`config.mk`:
```
export PLATFORM = sky130hd
export DESIGN_NAME = mem_read_seq_m1_flat
export DESIGN_NICKNAME = d
export VERILOG_FILES = /design/src/rtl/mem_read_seq_m1_if.sv /design/src/rtl/mem_read_seq_m1.sv /design/src/flat_wrapper.sv
export SDC_FILE = /design/constraint.sdc
export NUM_CORES = 1
export LEC_CHECK = 0
export CORE_UTILIZATION = 30
export DETAILED_ROUTE_END_ITERATION = 10
export HOLD_SLACK_MARGIN = 0.08
export PLACE_DENSITY_LB_ADDON = 0.25
export SLEW_MARGIN = 20
export SYNTH_ARGS = -nofsm -noshare
export SYNTH_HDL_FRONTEND = slang
export SYNTH_SLANG_ARGS = --single-unit
export TNS_END_PERCENT = 100
```
`constraint.sdc`:
```
create_clock -name clk -period 5 [get_ports clk]
set_clock_uncertainty 0.1 [all_clocks]
set_input_delay 0.75 -clock clk [delete_from_list [all_inputs] [get_ports clk]]
set_output_delay 0.75 -clock clk [all_outputs]
set_load 0.005 [all_outputs]
```
`src/rtl/mem_read_seq_m1_if.sv`:
```
// mem_read_seq_m1_if
//   Bundles the control and index signals of the matrix-1 read-address
//   sequencer.
//   master : the sequencer (takes start/hold, drives indices and status)
//   slave  : controller / skew stage side
//   start  - one-cycle pass request
//   hold   - stall while issuing
//   row    - row index, 0..M-1
//   column - column-group index, 0..M/N-1
//   rd_en  - index valid this cycle
//   last   - final index of the pass
//   busy   - pass in progress (any non-idle state)
//   done   - one-cycle pulse once all reads plus the skew drain are complete
interface mem_read_seq_m1_if #(
    parameter int N = 3,
    parameter int M = 6
);
    localparam int RW = $clog2(M);
    localparam int CW = $clog2(M / N);

    logic          start;
    logic          hold;
    logic [RW-1:0] row;
    logic [CW-1:0] column;
    logic          rd_en;
    logic          last;
    logic          busy;
    logic          done;

    modport master (
        input  start, hold,
        output row, column, rd_en, last, busy, done
    );

    modport slave (
        output start, hold,
        input  row, column, rd_en, last, busy, done
    );
endinterface

```
`src/rtl/mem_read_seq_m1.sv`:
```
// mem_read_seq_m1
//   Read-address sequencer for the matrix-1 operand store. A start pulse
//   walks every (row, column-group) index column-major, with row as the
//   inner loop, for M*M/N issue cycles. The skew stage turns each index into
//   a per-bank address (column*M + row). After the final index the sequencer
//   waits N+1 cycles so the skew pipeline has launched every bank read, then
//   pulses done.
// Ports
//   clk  - rising-edge clock
//   rst  - synchronous reset, active high; aborts a pass without a done pulse
//   bus  - mem_read_seq_m1_if.master (start, hold in; row, column, rd_en,
//          last, busy, done out)
module mem_read_seq_m1 #(
    parameter int N = 3,
    parameter int M = 6
) (
    input  logic               clk,
    input  logic               rst,
    mem_read_seq_m1_if.master  bus
);
    localparam int COLS = M / N;
    localparam int RW   = $clog2(M);
    localparam int CW   = $clog2(COLS);
    localparam int DW   = $clog2(N + 1);

    localparam logic [RW-1:0] ROW_LAST   = RW'(M - 1);
    localparam logic [CW-1:0] COL_LAST   = CW'(COLS - 1);
    localparam logic [DW-1:0] DRAIN_LOAD = DW'(N);

    typedef enum logic [1:0] {
        IDLE  = 2'd0,
        READ  = 2'd1,
        DRAIN = 2'd2,
        DONE  = 2'd3
    } state_t;

    state_t        state;
    logic [RW-1:0] row_q;
    logic [CW-1:0] col_q;
    logic [DW-1:0] drain_cnt;

    logic rd_en;
    logic row_last;
    logic col_last;

    // Hold only gates issue; the counters simply do not advance, so the
    // index order is untouched by any stall pattern.
    assign rd_en    = (state == READ) & ~bus.hold;
    assign row_last = (row_q == ROW_LAST);
    assign col_last = (col_q == COL_LAST);

    assign bus.row    = row_q;
    assign bus.column = col_q;
    assign bus.rd_en  = rd_en;
    assign bus.last   = rd_en & row_last & col_last;
    assign bus.busy   = (state != IDLE);
    assign bus.done   = (state == DONE);

    always_ff @(posedge clk) begin
        if (rst) begin
            state     <= IDLE;
            row_q     <= '0;
            col_q     <= '0;
            drain_cnt <= '0;
        end else begin
            case (state)
                // Counters are already at (0,0) here: both reset and the
                // final issue leave them there.
                IDLE: begin
                    if (bus.start)
                        state <= READ;
                end

                READ: begin
                    if (rd_en) begin
                        if (row_last) begin
                            row_q <= '0;
                            if (col_last) begin
                                col_q     <= '0;
                                drain_cnt <= DRAIN_LOAD;
                                state     <= DRAIN;
                            end else begin
                                col_q <= col_q + CW'(1);
                            end
                        end else begin
                            row_q <= row_q + RW'(1);
                        end
                    end
                end

                // Loaded with N on entry and leaves at zero: N+1 cycles,
                // matching the skew stage depth. Cannot be stalled.
                DRAIN: begin
                    if (drain_cnt == '0)
                        state <= DONE;
                    else
                        drain_cnt <= drain_cnt - DW'(1);
                end

                DONE: begin
                    state <= IDLE;
                end

                default: begin
                    state <= IDLE;
                end
            endcase
        end
    end
endmodule

```
`src/flat_wrapper.sv`:
```
// flat-port wrapper written by rule: the top's interface ports become plain ports
module mem_read_seq_m1_flat 
#(
    parameter int N = 3,
    parameter int M = 6
)
  (clk, rst, bus_start, bus_hold, bus_row, bus_column, bus_rd_en, bus_last, bus_busy, bus_done);
  mem_read_seq_m1_if #(.N(N), .M(M)) bus_i ();
  input  logic clk;
  input  logic rst;
  input wire logic [$bits(bus_i.start)-1:0] bus_start;
  input wire logic [$bits(bus_i.hold)-1:0] bus_hold;
  output wire logic [$bits(bus_i.row)-1:0] bus_row;
  output wire logic [$bits(bus_i.column)-1:0] bus_column;
  output wire logic [$bits(bus_i.rd_en)-1:0] bus_rd_en;
  output wire logic [$bits(bus_i.last)-1:0] bus_last;
  output wire logic [$bits(bus_i.busy)-1:0] bus_busy;
  output wire logic [$bits(bus_i.done)-1:0] bus_done;
  assign bus_i.start = bus_start;
  assign bus_i.hold = bus_hold;
  assign bus_row = bus_i.row;
  assign bus_column = bus_i.column;
  assign bus_rd_en = bus_i.rd_en;
  assign bus_last = bus_i.last;
  assign bus_busy = bus_i.busy;
  assign bus_done = bus_i.done;
  mem_read_seq_m1 #(.N(N), .M(M)) u_core (.clk(clk), .rst(rst), .bus(bus_i));
endmodule
```
# == Word level (Yosys, flattened, before mapping) ==
# Cells that the tools add are included.
# op_classes
bitwise_logic,4
n_reduce_logical,8
eq_ne,10
addsub,3
mux,13
# ops
operator,count
$mux 2,9
$reduce_and 5->1,2
$ne 2x1->1 const B,4
$pmux 2 s4,1
$eq 2x2->1 const B,2
$logic_not 2->1,2
$ne 2x2->1 const B,2
$pmux 2 s2,1
$reduce_bool 2->1,2
$add 3x1->3 const B,1
$and 1x1->1,3
$eq 3x3->1 const B,1
$mux 3,1
$reduce_and 3->1,1
$eq 2x1->1 const B,1
$reduce_and 2->1,1
$sub 2x1->2 const B,1
$add 1x1->1 const B,1
$mux 1,1
$not 1->1,1
# totals
output_inout_bits,8
word_cells,42
reg_bits,8

# == Logic depth before layout (Yosys ltp) ==
# logic_depth
ltp_word,4
ltp_mapped,5

# == Least setup slack after synthesis ==
# Ideal clock, no wire load.
# synth_timing
path_type,input port to output port
from,input port bus_hold
to,output port bus_last
arrival_ps,1136
path_stages,2
path_slack_ps,3014
required_ps,4150
n_path_buf,0
cell_sequence,nor2b_1 > and2_2
# synth_between
elab_chain_len,4
# synth_rtl
item,line,text
from (decl),flat_wrapper.sv:12,input wire logic [$bits(bus_i.hold)-1:0] bus_hold;
$not 1->1,mem_read_seq_m1.sv:48,assign rd_en = (state == READ) & ~bus.hold;
$and 1x1->1,mem_read_seq_m1.sv:48,
$and 1x1->1 (2 in a row),mem_read_seq_m1.sv:55,assign bus.last = rd_en & row_last & col_last;
to (decl),flat_wrapper.sv:16,output wire logic [$bits(bus_i.last)-1:0] bus_last;
# No other way between the ends.

# == Worst setup path in the final report ==
# Same ends and word-level chain as after synthesis.

==> results.tsv <==
stage	metric	value	unit
logic_synthesis	yosys_most_used_dff	dfxtp_1	
route	first_iter_violations	8	
clock_network	cts_root_buf	clkbuf_4	
logic_synthesis	synth_cell_types	26	
clock_network	clkTransAtPathRegs	0.06	ns
clock_network	cts_max_path_buffers	2	
worst_setup_path	critical_path_arrival	2.08	ns
logic_synthesis	synth_edf_count	0	
route	drc	0	
timing	finalMaxSlewViolations	0	
worst_setup_path	startpoint_type	input pin	
die	die_area	1958	sq um
clock_network	cts-htree-levels	1	
layout	nets	85	
die	core-area	1594	sq um
die	dieWidth	44.25	microns
route	vias_per_cell	4.667	
clock_network	cts_resized	0	
logic_synthesis	synth.most_common_cell	dfxtp_1	
outcome	status	finished, final reports clean	
placement	placed_cell_area	671.9	sq um
layout	design_area	694.4	sq um
placement	place_ws	2.063	ns
die	start_util	33.59	%
die	chipHeight	44.25	microns
die	rows	14	
clock_network	ctsHoldBuffers	0	
route	met3_length	55	microns
worst_setup_path	worst_setup_path_end_kind	primary output	
route	postRouteAntennaNets	0	
clock_network	cts_inserted_buffers	3	
worst_setup_path	crit_fanout	4	
timing	relSlewSlack	74.44	%
route	totalWireLength	999	microns
placement	gp_congestion	0.6602	
global_route	track_usage	12.90	%
layout	num-fill-cells	160	
logic_synthesis	synth_common_cells	dfxtp_1, ha_1, inv_1, nand2b_1, a21oi_1	
logic_synthesis	async_flop_share	0	%
layout	regArea	160.2	sq um
clock_network	cts_tree	done	
timing	max_freq	0.3414	GHz
timing	rsz0062_at_grt	false	
power	power.density	439.5	nW/um^2
global_route	grt_pass1_wl	1766	microns
logic_synthesis	synth_top_area_share	29.91	%
worst_setup_path	slowest_stage	clkdlybuf4s50_1	
logic_synthesis	yosysTopAreaCell	dfxtp_1	
layout	drive_gt1_share	11.11	%
logic_synthesis	synth_seq_cells	8	
worst_setup_path	critPathRequiredTime	4.15	ns
worst_hold_path	hold_path_class	reg -> reg	
route	highest_layer	met4	
timing	fin_crit	2.929	ns
route	wl_met2	480	microns
timing	fin_tns_setup	0	ns
logic_synthesis	synth_cells	59	
route	routed-via-count	448	
logic_synthesis	syn_avg_cell_area	9.077	sq um
layout	areaGrowthSynthToFinish	29.67	%
global_route	antenna_found_initial	0	
worst_setup_path	crit_chain	clkdlybuf4s50_1 > nor2b_1 > and2_2 > clkdlybuf4s50_1	
worst_setup_path	setup.worst_path.class	in -> out	
timing	min_period_over_period	58.58	%
global_route	grt_pass1_vias	405	
clock_network	post-cts-setup-buffer-count	0	
die	io_pins	12	
logic_synthesis	yosys_warnings	0	
route	firstDrtPassIters	3	
logic_synthesis	synth.area.top_cells	dfxtp_1, ha_1, nand2b_1	
global_route	grt_remaining_overflow	0	
logic_synthesis	yosysSeqAreaShare	29.91	%
layout	multi_input_area	349.1	sq um
job	max_cap_viol_count	0	
worst_setup_path	critPathMostFrequentCell	clkdlybuf4s50_1	
clock_network	cts_sinks	8	
layout	antenna_cells	0	
route	drt-met1-wl	454	microns
power	p_leak	0.2697	nW
route	wl_per_cell	10.41	microns
timing	hold_viol	0	
timing	setup_viol	0	
logic_synthesis	synth_nets	70	
clock_network	clock_latency	0.25	ns
power	irDropWorstVdd	0.2292	mV
timing	tightest_slew	0.3822	ns
logic_synthesis	synth_area	535.5	sq um
global_route	grt_max_degree	12	
timing	setup_ws	2.071	ns
placement	io_buffers	11	
placement	post-dp-hpwl	762.4	microns
worst_setup_path	slowest_delay	0.49	ns
-- cells by family after synthesis --
logic type | after synthesis | share of synthesized area (%)
AND/OR/NAND/NOR | 22 | 25.24
AO/OA/AOI/OAI | 11 | 15.42
flip-flops | 8 | 29.91
buffers and inverters | 7 | 4.906
adder cells (fa/ha/maj) | 7 | 16.35
multiplexers | 3 | 6.541
XOR/XNOR | 1 | 1.636
-- cell usage in the layout, fill, tap and decap left out, types with 2 or more instances in the layout --
| cell | n |
|---|---|
| inv_1 | 6 |
| a21oi_1 | 5 |
| nand2_1 | 4 |
| dfxtp_1 | 8 |
| clkbuf_4 | 3 |
| nand2b_1 | 6 |
| mux2i_1 | 2 |
| clkdlybuf4s50_1 | 11 |
| nor2_1 | 2 |
| or3_1 | 2 |
| ha_1 | 7 |
-- area by class of cell --
type,instances,share of cell area (%)
multi-input combinational,44,50.27
inverter,6,3.243
tap,24,4.324
clock buffer,3,3.243
sequential,8,23.06
timing repair buffer,11,15.86
-- layer usage --
| layer | GRT usage, % | vias to the layer above |
|---|---|---|
| li1 | - | 228 |
| met1 | 14.96 | 209 |
| met2 | 19.41 | 9 |
| met3 | 7.347 | 2 |
| met4 | 5.455 | 0 |
| met5 | 0 | - |
-- worst paths after layout --
check | slack [ns] | end | start | cells after the start
worst max-delay path | 2.07 | bus_last | bus_hold | 4
worst min register to register | 0.40 | u_core.bus.row[1]$_SDFFE_PP0P_ | u_core.bus.row[1]$_SDFFE_PP0P_ | 2
worst min-delay path | 0.40 | u_core.bus.row[1]$_SDFFE_PP0P_ | u_core.bus.row[1]$_SDFFE_PP0P_ | 2
worst max register to register | 3.16 | u_core.drain_cnt[1]$_SDFFE_PP0P_ | u_core.state[1]$_SDFFE_PP0P_ | 5
-- flip-flops by register name, indices dropped and copies added, names as in the netlist --
register           cells
u_core.bus.column      1
u_core.bus.row         3
u_core.drain_cnt       2
u_core.state           2
-- through the flow --
step           instances  utilization [%]  total power, mW  hold WS (ns)
2_1_floorplan         59                -           0.2100        0.3832
3_3_place_gp          93            42.15           0.2555        0.3869
3_5_place_dp          93            42.15           0.2566        0.3960
4_1_cts               96            43.56           0.3094        0.4050
5_1_grt               96            43.56           0.3343        0.4305
6_report              96            43.56           0.3052        0.4036
-- power by group --
| part | internal, mW | total (mW) | leakage [nW] | switching [mW] |
|---|---|---|---|---|
| Sequential | 0.0813 | 0.0957 | 0.0653 | 0.0144 |
| Clock | 0.0275 | 0.0503 | 0.0138 | 0.0228 |
| Combinational | 0.0849 | 0.159 | 0.191 | 0.0742 |
| Total | 0.194 | 0.305 | 0.270 | 0.111 |
-- worst max-delay path: cells and delay by family --
family | cells | cell delay [ns]
buffers and inverters | 2 | 0.94
and+or+nand+nor | 2 | 0.40
(Power assumes the default switching activity.)
